`config.mk`:
```
export PLATFORM = sky130hd
export DESIGN_NAME = wddl_word_decoder
export DESIGN_NICKNAME = d
export VERILOG_FILES = /design/src/rtl/wddl_word_decoder.sv
export SDC_FILE = /design/constraint.sdc
export NUM_CORES = 1
export LEC_CHECK = 0
export ABC_AREA = 1
export BUFFER_PORTS_ARGS = -buffer_cell sky130_fd_sc_hd__buf_4
export CAP_MARGIN = 20
export CORE_ASPECT_RATIO = 1.75
export CORE_MARGIN = 2
export CORE_UTILIZATION = 54
export CTS_BUF_LIST = sky130_fd_sc_hd__clkbuf_8
export CTS_CLUSTER_SIZE = 16
export DETAILED_ROUTE_END_ITERATION = 12
export PLACE_DENSITY = 0.89
export SYNTH_ARGS = -nofsm -noshare
export SYNTH_HDL_FRONTEND = slang
export SYNTH_SLANG_ARGS = --single-unit
```
`constraint.sdc`:
```
create_clock -name clk -period 2.1 [get_ports clk]
set_input_delay 0.21 -clock clk [delete_from_list [all_inputs] [get_ports clk]]
set_output_delay 0.21 -clock clk [all_outputs]
set_load 0.02 [all_outputs]
```
`src/rtl/wddl_word_decoder.sv`:
```
// WDDL dual-rail word decoder: waits for a full spacer, evaluates one
// word per phase, holds it until the consumer takes it.
//
// Ports:
//   clk, rst       : clock, synchronous active-high reset
//   In_T, In_F     : true/false rails of the WDDL word
//   Out, out_valid : registered decoded word and its valid flag
//   out_ready      : consumer accepts Out (ignored while out_valid is 0)
//   code_err       : one-cycle pulse on an illegal 11 code
//   timeout        : one-cycle pulse when evaluation is aborted
//   alarm          : sticky fail-secure alarm (only with WDDL_ALARM_EN)
//
// Build option: define WDDL_ALARM_EN to add the fail-secure alarm.
module wddl_word_decoder #(
  parameter int WORD    = 32,
  parameter int TIMEOUT = 15
) (
  input  logic            clk,
  input  logic            rst,
  input  logic [WORD-1:0] In_T,
  input  logic [WORD-1:0] In_F,
  output logic [WORD-1:0] Out,
  output logic            out_valid,
  input  logic            out_ready,
  output logic            code_err,
`ifdef WDDL_ALARM_EN
  output logic            timeout,
  output logic            alarm
`else
  output logic            timeout
`endif
);

  localparam logic [7:0] TMO = 8'(TIMEOUT);

  typedef enum logic [1:0] {
    PRE  = 2'd0,
    EVAL = 2'd1,
    HOLD = 2'd2
  } state_t;

  state_t state_q, state_d;

  logic [WORD-1:0] out_q;
  logic            out_valid_q;
  logic            code_err_q;
  logic            timeout_q;
  logic [7:0]      cnt_q, cnt_d;

  logic            capture;
  logic            valid_d;
  logic            err_d;
  logic            tmo_d;
  logic            inhibit;

  logic all_spacer;
  logic all_valid;
  logic any_illegal;

  assign all_spacer  = ~|(In_T | In_F);
  assign all_valid   = &(In_T ^ In_F);
  assign any_illegal = |(In_T & In_F);

`ifdef WDDL_ALARM_EN
  logic alarm_q;
  assign inhibit = alarm_q;
  assign alarm   = alarm_q;
`else
  assign inhibit = 1'b0;
`endif

  always_ff @(posedge clk) begin
    if (rst) begin
      state_q <= PRE;
    end else begin
      state_q <= state_d;
    end
  end

  always_comb begin
    state_d = state_q;
    unique case (state_q)
      PRE: begin
        if (all_spacer) state_d = EVAL;
      end
      EVAL: begin
        if (any_illegal) begin
          state_d = PRE;
        end else if (all_valid) begin
          // a word seen under alarm is consumed, never held
          state_d = inhibit ? PRE : HOLD;
        end else if (cnt_q >= TMO) begin
          state_d = PRE;
        end
      end
      HOLD: begin
        if (out_valid_q && out_ready) state_d = PRE;
      end
      default: state_d = PRE;
    endcase
  end

  always_comb begin
    capture = 1'b0;
    err_d   = 1'b0;
    tmo_d   = 1'b0;
    valid_d = out_valid_q;
    cnt_d   = cnt_q;
    unique case (state_q)
      PRE: begin
        err_d = any_illegal;
        if (all_spacer) cnt_d = '0;
      end
      EVAL: begin
        if (any_illegal) begin
          err_d = 1'b1;
        end else if (all_valid) begin
          capture = !inhibit;
          valid_d = !inhibit;
        end else if (cnt_q >= TMO) begin
          tmo_d = 1'b1;
        end else if (cnt_q != 8'hFF) begin
          cnt_d = cnt_q + 8'd1;
        end
      end
      HOLD: begin
        if (out_valid_q && out_ready) valid_d = 1'b0;
      end
      default: ;
    endcase
  end

  always_ff @(posedge clk) begin
    if (rst) begin
      out_q       <= '0;
      out_valid_q <= 1'b0;
      code_err_q  <= 1'b0;
      timeout_q   <= 1'b0;
      cnt_q       <= '0;
`ifdef WDDL_ALARM_EN
      alarm_q     <= 1'b0;
`endif
    end else begin
      out_valid_q <= valid_d;
      code_err_q  <= err_d;
      timeout_q   <= tmo_d;
      cnt_q       <= cnt_d;
      if (capture) out_q <= In_T;
`ifdef WDDL_ALARM_EN
      alarm_q <= alarm_q | err_d | tmo_d;
      if (alarm_q | err_d | tmo_d) begin
        out_q       <= '0;
        out_valid_q <= 1'b0;
      end
`endif
    end
  end

  assign Out       = out_q;
  assign out_valid = out_valid_q;
  assign code_err  = code_err_q;
  assign timeout   = timeout_q;

endmodule

```
---- Word-level counts from Yosys, hierarchy flattened ----
Cells that the tools add are included.
storage, ports and cells
  flip-flop bits (word level) ............. 45
  input bits .............................. 67
  output and inout port bits .............. 35
operators by class
  add/subtract/negate cells ............... 1
  order comparisons ....................... 1
  equality and inequality tests ........... 11
  mux-type cells .......................... 22
  bitwise logic cells ..................... 4
  reduce and logical (&&, ||, !) cells .... 11
operators by type and width
  cell                                                                   number
  32-bit OR reduction                                                    2
  8-bit 2-to-1 mux                                                       5
  35-bit OR reduction                                                    1
  32-bit bitwise AND                                                     1
  32-bit bitwise OR                                                      1
  32-bit AND reduction                                                   1
  32-bit bitwise XOR                                                     1
  8-bit case mux with 2 select lines                                     1
  2-bit inequality test, second input constant                           7
  2-bit 2-to-1 mux                                                       5
  8-bit by 1-bit adder with 8-bit output, second input constant          1
  8-bit by 4-bit >= comparator with 1-bit output, second input constant  1
  1-bit 2-to-1 mux                                                       8
  8-bit inequality test, second input constant                           1
  2-bit case mux with 3 select lines                                     1
  6-bit AND reduction                                                    1
  4-bit inequality test, second input constant                           1
  1-bit case mux with 2 select lines                                     2
  4-bit AND reduction                                                    1
  2-bit nonzero test                                                     2
  3-bit AND reduction                                                    1
  2-bit by 1-bit == test with 1-bit output, second input constant        1
  2-bit == test, second input constant                                   1
  2-bit zero test                                                        1
  2 further kinds                                                        2

---- Logic depth before layout (Yosys ltp) ----
Gate-level depths: netlist of run 1.
  word-level depth ........................ 6
  depth in mapped cells ................... 14

---- Worst setup path before layout of run 1 ----
Ideal clock, no wire load.
  kind .................................... in2reg
  from .................................... input port In_T[6]
  to ...................................... register out_q[10], in the netlist Out[10]
  library setup time ...................... 118 ps
  arrival ................................. 1451 ps
  data required time ...................... 1982 ps
  setup slack ............................. 531 ps
  cell stages on the path ................. 11
  path buffers ............................ 2
  cell sequence ........................... inv_1 ha_1 nand2_1 nor2_1 inv_1 nor2_1 nand4_1 nor2_2 buf_6 buf_4 a21oi_2
on the way
  cells in the longest elaborated chain, start to end .. 5
RTL lines
  element                 RTL line  text
  start: declaration      20        input logic [WORD-1:0] In_T,
  32-bit bitwise XOR      61        assign all_valid = &(In_T ^ In_F);
  32-bit AND reduction    61
  1-bit 2-to-1 mux        117       end else if (all_valid) begin
  1-bit 2-to-1 mux (*)    115       if (any_illegal) begin
  1-bit 2-to-1 mux (*)    109       unique case (state_q)
  end signal: assignment  148       if (capture) out_q <= In_T;
  end: declaration        44        logic [WORD-1:0] out_q;
Mark *: on every way between the ends. The rest lies on a longest branch, timed or not.
A chain may end at the register's enable or synchronous reset.

---- Final worst setup path of run 1 ----
  from .................................... input port In_T[6]
  to ...................................... register out_q[21], in the netlist Out[21]
Same word-level chain as after synthesis.

==> summary.md, run 1 <==
| Metric | Value |
|---|---|
| Post-route clock skew | around 0.0046 ns |
| Number of inserted diodes | 0 |
| Critical path data arrival time | 1.93 ns |
| Cell area after technology mapping | around 3300 um^2 |
| Buffer depth of the longest clock path | 2 |
| Clock buffer count from CTS | 5 |
| Number of setup buffers added after CTS | 0 |
| Initial core utilization | around 56% |
| Post-route minimum period | ~1.7 ns |
| Final count of negative-setup-slack endpoints | 0 |
| Initial antenna violation count | 0 |
| Inst Count DP | around 640 |
| Cell Count, Final, Fillers Out | 647 |
| LEAKAGE | about 0.0022 uW |
| Maximum net fanout on the critical path | 53 |
| Hold slack | around 0.13 ns |
| Register area | 901 um^2 |
| Worst skew pair latency | 0.31 ns |
| Final setup TNS | 0 ns |
| Count of final max-slew check failures | 0 |
| Die Outline Area | just under 7000 um^2 |
| Port Buffers | just over 100 |
| Power density normalized to cell area | 473 nW/um^2 |
| Fraction of registers with async set or reset after synthesis | 0% |
| I/O pins | approximately 100 |
| Cell count after synthesis | about 470 |
| Critical Path End Type | flop |
| Overflow after GRT | 0 |
| Number of fill cells | between 400 and 500 |
| Status | finished, final reports clean |
| Remaining routing DRC violations | 0 |
| DIE WIDTH | 63.2 um |
| Master cell of the clock root buffer | sky130_fd_sc_hd__clkbuf_8 |
| Top FF cell, synth | sky130_fd_sc_hd__dfxtp_1 |
| H-tree depth reported by CTS | 2 |
| Most common library cell in the layout ignoring fill and taps | sky130_fd_sc_hd__buf_4 |
| Iteration-0 DRC Markers | between 100 and 150 |
| Multi-input gate area | roughly 2000 um^2 |
| Clock slew at the register clock pins of the worst setup and hold paths | 0.09 ns |
| Antenna-violating nets left | 0 |
| Type of the most critical hold path | input pin to flop |
| Fin worst setup slack | roughly 0.4 ns |
| Routed wire length | about 8400 um |
| Vias | 3280 |
| Via count of the first global-routing pass | between 3000 and 4000 |
| Pin count of the biggest net entering global routing | between 50 and 60 |
| Core area | 5880 um^2 |
| Post-synthesis to final-layout area growth | 29.6% |
| Drt first pass iters | 5 |
| Cts repair resizes | 0 |
| Max-Cap Viols | 0 |
| YS warnings | 0 |
| Yosys cell types | 23 |
| Commonest cells after routing, fill and taps aside | sky130_fd_sc_hd__buf_4, sky130_fd_sc_hd__nand2_1, sky130_fd_sc_hd__inv_1, sky130_fd_sc_hd__nor2_1, sky130_fd_sc_hd__ha_1 |
| Number of flops mapped to enable cells by yosys | 0 |
| Max transition margin | 70.6% |
| Fmax | between 500 and 600 MHz |
| Number of sinks driven by the clock tree | 45 |
| Share of cells above drive strength 1 | roughly 24% |
| FP Rows | 37 |
| Post-synthesis average cell area | 7.11 um^2 |
| CTS tree | built |
| Mean routed wirelength per cell | ~13 um |
| Final core area utilization | between 70 and 80% |
| Pin slew with the least headroom to its limit | about 0.44 ns |
| Register area share after synthesis | 27.2% |
| VDD IR-drop max | approximately 0.00028 V |
| Required arrival time at the worst endpoint | about 2.3 ns |
| Post-detail-place hpwl | just under 7000 um |
| Path type of the worst setup path | input pin to flop |
| Number of hold violations in the final report | 0 |
| Global-route wire length before repair | approximately 14000 um |
| Cts-stage hold buffer count | 0 |
| Count of nets after finishing | 700 |
| Register bit total from synthesis | 45 |
| Net count after synthesis | 597 |
| Final worst path period share | 80.4% |
| Startpoint Class | input pin |
| Via density | between 5 and 6 |
| GRT Resource Usage Total | about a quarter |
| Routability-driven placement congestion ratio | 0.849 |
| Worst slack at placement | 0.126 ns |
| RSZ-0062 raised after global routing | false |
| Die Y-Extent | 108 um |
[routing by layer]
metal	GRT usage (%)	share of wire, %	wire length (um)
met1	23.4	35	2890
met2	51.5	57	4790
met3	3.14	4.2	353
met4	14.4	4.1	341
met5	0	0	0
[power breakdown]
| group | switching, uW | total, uW | internal, uW |
|---|---|---|---|
| clock | 323 | 802 | 479 |
| sequential | 0.428 | 854 | 853 |
| combinational | 195 | 370 | 175 |
| total | 519 | 2030 | 1510 |
[critical path: stages]
cell,delay (ns)
sky130_fd_sc_hd__buf_4,0.09
sky130_fd_sc_hd__inv_1,0.05
sky130_fd_sc_hd__ha_1,0.29
sky130_fd_sc_hd__nand2_1,0.06
sky130_fd_sc_hd__nor2_1,0.15
sky130_fd_sc_hd__inv_1,0.06
sky130_fd_sc_hd__nor2_1,0.13
sky130_fd_sc_hd__nand4_1,0.19
sky130_fd_sc_hd__nor2_4,0.16
sky130_fd_sc_hd__buf_12,0.27
sky130_fd_sc_hd__o21ai_0,0.12
sky130_fd_sc_hd__a21oi_1,0.13
[state kept, by name, indices dropped and copies added, names as in the netlist]
| signal | count |
|---|---|
| Out | 32 |
| cnt_q | 8 |
| code_err | 1 |
| out_valid | 1 |
| state_q | 2 |
| timeout | 1 |
[path summary, 6_finish.rpt]
kind         cells after the start      from  slack [ns]        to
max                             12   In_T[6]        0.41   Out[21]
min                              2       rst        0.13  cnt_q[3]
max reg2reg                      9  cnt_q[0]        0.45  cnt_q[3]
min reg2reg                      2  cnt_q[4]        0.48  cnt_q[4]
[layout make-up]
cell class	count	area share (%)
tap	78	2.28
timing repair buffer	107	19.0
clock buffer	5	1.61
inverter	80	7.01
sequential	45	21.0
clock inverter	3	1.61
multi-input combinational	329	47.5
[cells by family (layout without fill, tap and decap cells)]
logic type,after synthesis,in the layout,synth area share (%)
AO/OA/AOI/OAI,72,72,13.3
XOR/XNOR,1,1,0.265
AND/OR/NAND/NOR,191,191,23.2
adder cells (fa/ha/maj),65,65,24.6
flip-flops,45,45,27.2
buffers and inverters,91,195,11.4
[cells in the mapped netlist (2+ instances only)]
| cell type | n | share of area [%] |
|---|---|---|
| sky130_fd_sc_hd__o21ai_0 | 15 | 2.3 |
| sky130_fd_sc_hd__clkbuf_1 | 4 | 0.45 |
| sky130_fd_sc_hd__inv_1 | 79 | 9.0 |
| sky130_fd_sc_hd__nor2_1 | 72 | 8.2 |
| sky130_fd_sc_hd__nor3_1 | 7 | 1.1 |
| sky130_fd_sc_hd__ha_1 | 65 | 25 |
| sky130_fd_sc_hd__nand2_1 | 94 | 11 |
| sky130_fd_sc_hd__buf_6 | 3 | 1.0 |
| sky130_fd_sc_hd__nand3_1 | 6 | 0.91 |
| sky130_fd_sc_hd__dfxtp_1 | 45 | 27 |
| sky130_fd_sc_hd__nand4_1 | 8 | 1.5 |
| sky130_fd_sc_hd__nor2_2 | 2 | 0.38 |
| sky130_fd_sc_hd__a21oi_2 | 20 | 5.3 |
| sky130_fd_sc_hd__a21oi_1 | 15 | 2.3 |
| sky130_fd_sc_hd__o21ai_1 | 20 | 3.0 |
| sky130_fd_sc_hd__buf_4 | 3 | 0.68 |
[through the flow]
stage	area (um^2)	power, uW
2_1_floorplan	3310	1060
4_1_cts	4290	2040
3_5_place_dp	4150	1240
5_1_grt	4290	2120
6_report	4290	2030
3_3_place_gp	4150	1230
Note: power is estimated with default switching activity, not from simulation.
==> inputs of run 2 (changes only) <==
- CORE_UTILIZATION: 54 -> 48
- PLACE_DENSITY: 0.89 -> 0.84
- clock period: 2.1 -> 1.45 ns (I/O delays scaled with it)
==> summary.md, run 2 (synthesized netlist as in run 1, its figures left out) <==
| Metric | Value |
|---|---|
| Die Y-Extent | 114 um (+5.8%) |
| Power density normalized to cell area | 603 nW/um^2 (+28%) |
| Routability-driven placement congestion ratio | 0.918 (+8.2%) |
| Fin worst setup slack | -0.467 ns (-0.879 ns) |
| Max transition margin | 68.8% (-1.8 points) |
| Status | complete, but fails checks |
| Post-route clock skew | 0.00735 ns (+0.00278 ns) |
| Cell area after placement | 4670 um^2 (+13%) |
| Final setup TNS | -12.92 ns (-12.92 ns) |
| Via count of the first global-routing pass | 4185 (+21%) |
| Number of sinks driven by the clock tree | 45 (unchanged) |
| Post-synthesis to final-layout area growth | 84.6% |
| Cts-stage hold buffer count | 0 (unchanged) |
| Initial antenna violation count | 0 (unchanged) |
| CTS tree | built |
| Type of the most critical hold path | input pin to flop |
| VDD IR-drop max | 0.000777 V (+180%) |
| Iteration-0 DRC Markers | 658 (+430%) |
| Count of final max-slew check failures | 0 (unchanged) |
| Maximum net fanout on the critical path | 5 (-91%) |
| Master cell of the clock root buffer | sky130_fd_sc_hd__clkbuf_8 |
| Final worst path period share | 132% |
| Required arrival time at the worst endpoint | 1.64 ns (-0.70 ns) |
| Post-route standard cell area excluding fillers | 6110 um^2 (+42%) |
| Delay of the slowest cell on the worst path | 0.43 ns (+0.14 ns) |
| Critical Path End Type | flop |
| Mean routed wirelength per cell | 26.0 um (+100%) |
| FP Rows | 40 (+8.1%) |
| Post-detail-place hpwl | 7240 um (+6.2%) |
| Slowest-stage cell, CP | sky130_fd_sc_hd__a21oi_1 |
| Hold slack | 0.0555 ns (-0.0791 ns) |
| Share of cells above drive strength 1 | 60.2% (+36 points) |
| Die Outline Area | 7600 um^2 (+12%) |
| DIE WIDTH | 66.7 um (+5.7%) |
| Pin slew with the least headroom to its limit | 0.469 ns (+0.0299 ns) |
| H-tree depth reported by CTS | 2 (unchanged) |
| Overflow after GRT | 0 (unchanged) |
| Buffer depth of the longest clock path | 2 (unchanged) |
| Critical path data arrival time | 2.11 ns (+0.18 ns) |
| Cells along the critical path | buf_4 -> inv_2 -> ha_4 -> nand4_1 -> nor2_4 -> nand4_1 -> nor2_4 -> o21ai_0 -> a21oi_1 |
| Worst skew pair latency | 0.34 ns (+0.03 ns) |
| Port Buffers | 101 (unchanged) |
| Pin count of the biggest net entering global routing | 34 (-37%) |
| Initial core utilization | 48.9% (-7.3 points) |
| Global-route wire length before repair | 20200 um (+45%) |
| Antenna-violating nets left | 0 (unchanged) |
| Final count of negative-setup-slack endpoints | 43 (+43) |
| Routed wire length | 19200 um (+130%) |
| I/O pins | 102 (unchanged) |
| Path type of the worst setup path | input pin to flop |
| Total power consumption of the routed design | 3680 uW (+82%) |
| Fmax | ~520 MHz |
| Clock buffer count from CTS | 5 (unchanged) |
| GRT Resource Usage Total | 35.7% (+10 points) |
| Number of hold violations in the final report | 0 (unchanged) |
| Number of fill cells | 252 (-47%) |
| Vias | 4555 (+39%) |
| Count of nets after finishing | 786 (+12%) |
| Most common library cell in the layout ignoring fill and taps | sky130_fd_sc_hd__buf_4 |
| RSZ-0062 raised after global routing | true |
| Drt first pass iters | 7 (+2) |
| Remaining routing DRC violations | 0 (unchanged) |
| Number of flip-flops in the largest register | 32 (unchanged) |
| Post-route minimum period | roughly 1.9 ns |
| Core area | 6760 um^2 (+15%) |
| Startpoint Class | input pin |
| Via density | 6.16 (+22%) |
| LEAKAGE | 0.00276 uW (+24%) |
| Number of inserted diodes | 0 (unchanged) |
| Failing checks | setup timing |
| Commonest cells after routing, fill and taps aside | sky130_fd_sc_hd__buf_4, sky130_fd_sc_hd__nand2_1, sky130_fd_sc_hd__nor2_1, sky130_fd_sc_hd__dfxtp_1, sky130_fd_sc_hd__inv_1 |
| Max-Cap Viols | 0 (unchanged) |
| Clock slew at the register clock pins of the worst setup and hold paths | 0.10 ns (about the same) |
-- run 2: changes by cell type in the layout (fill, tap and decap cells not counted), moves of 14 or more --
cell                      delta
sky130_fd_sc_hd__inv_1      -38
sky130_fd_sc_hd__nor2_1     -29
sky130_fd_sc_hd__nor2_4     +14
sky130_fd_sc_hd__inv_2      +23
sky130_fd_sc_hd__inv_4      +14
sky130_fd_sc_hd__ha_1       -50
sky130_fd_sc_hd__nand2_1    -20
sky130_fd_sc_hd__ha_2       +15
sky130_fd_sc_hd__nand2_2    +14
sky130_fd_sc_hd__buf_4      +56
sky130_fd_sc_hd__nor2_2     +15
sky130_fd_sc_hd__ha_4       +35
-- run 2: area by class of cell --
cell class / instances / area [um^2] / area share, %
clock buffer: 5 / 68.8 / 1.13
multi-input combinational: 329 / 2910 / 47.7
tap: 84 / 105 / 1.72
clock inverter: 3 / 68.8 / 1.13
sequential: 45 / 905 / 14.8
timing repair buffer: 193 / 1710 / 28.0
inverter: 80 / 340 / 5.57
-- run 2: critical path, delay by kind of cell --
kind            cells  cell delay (ns)
simple gates        4             0.88
fa+ha+maj           1             0.32
buf+inv             2             0.16
compound gates      2             0.60
-- run 2: stage by stage --
stage / instances / setup WS (ns) / util, %
2_1_floorplan: 465 / -0.0125 / -
3_3_place_gp: 703 / -0.373 / 69.1
3_5_place_dp: 703 / -0.461 / 69.1
4_1_cts: 732 / -0.0193 / 80.1
5_1_grt: 739 / -0.440 / 90.4
6_report: 739 / -0.467 / 90.4
-- run 2: where the power goes --
part | switching [uW] | internal, uW | leakage [uW]
registers | 0.704 | 1240 | 0.000364
clock network | 541 | 695 | 0.0000687
logic | 626 | 582 | 0.00233
-- run 2: final timing paths --
kind                            slack [ns]        from  endpoint  cells after the start
worst max-delay path                 -0.47    In_F[14]   Out[29]                      9
worst min-delay path                  0.06    In_T[25]   Out[25]                      3
worst max register to register       -0.24  state_q[0]   Out[29]                      6
worst min register to register        0.53    cnt_q[3]  cnt_q[3]                      2
-- run 2: what timing repair did --
item / 4_1_cts / 5_1_grt
pin swaps: 20 / 65
cloned: 5 / 1
gates resized for setup: 81 / 171
setup buffers: 17 / 9
setup endpoints to repair: 36 / 44
-- run 2: routing by layer --
| layer | GRT usage [%] | part of all wire, % | vias up |
|---|---|---|---|
| li1 | - | - | 1837 |
| met1 | 35.2 | 30 | 2051 |
| met2 | 63.0 | 48 | 462 |
| met3 | 7.69 | 11 | 205 |
| met4 | 26.7 | 12 | 0 |
| met5 | 0 | 0 | - |
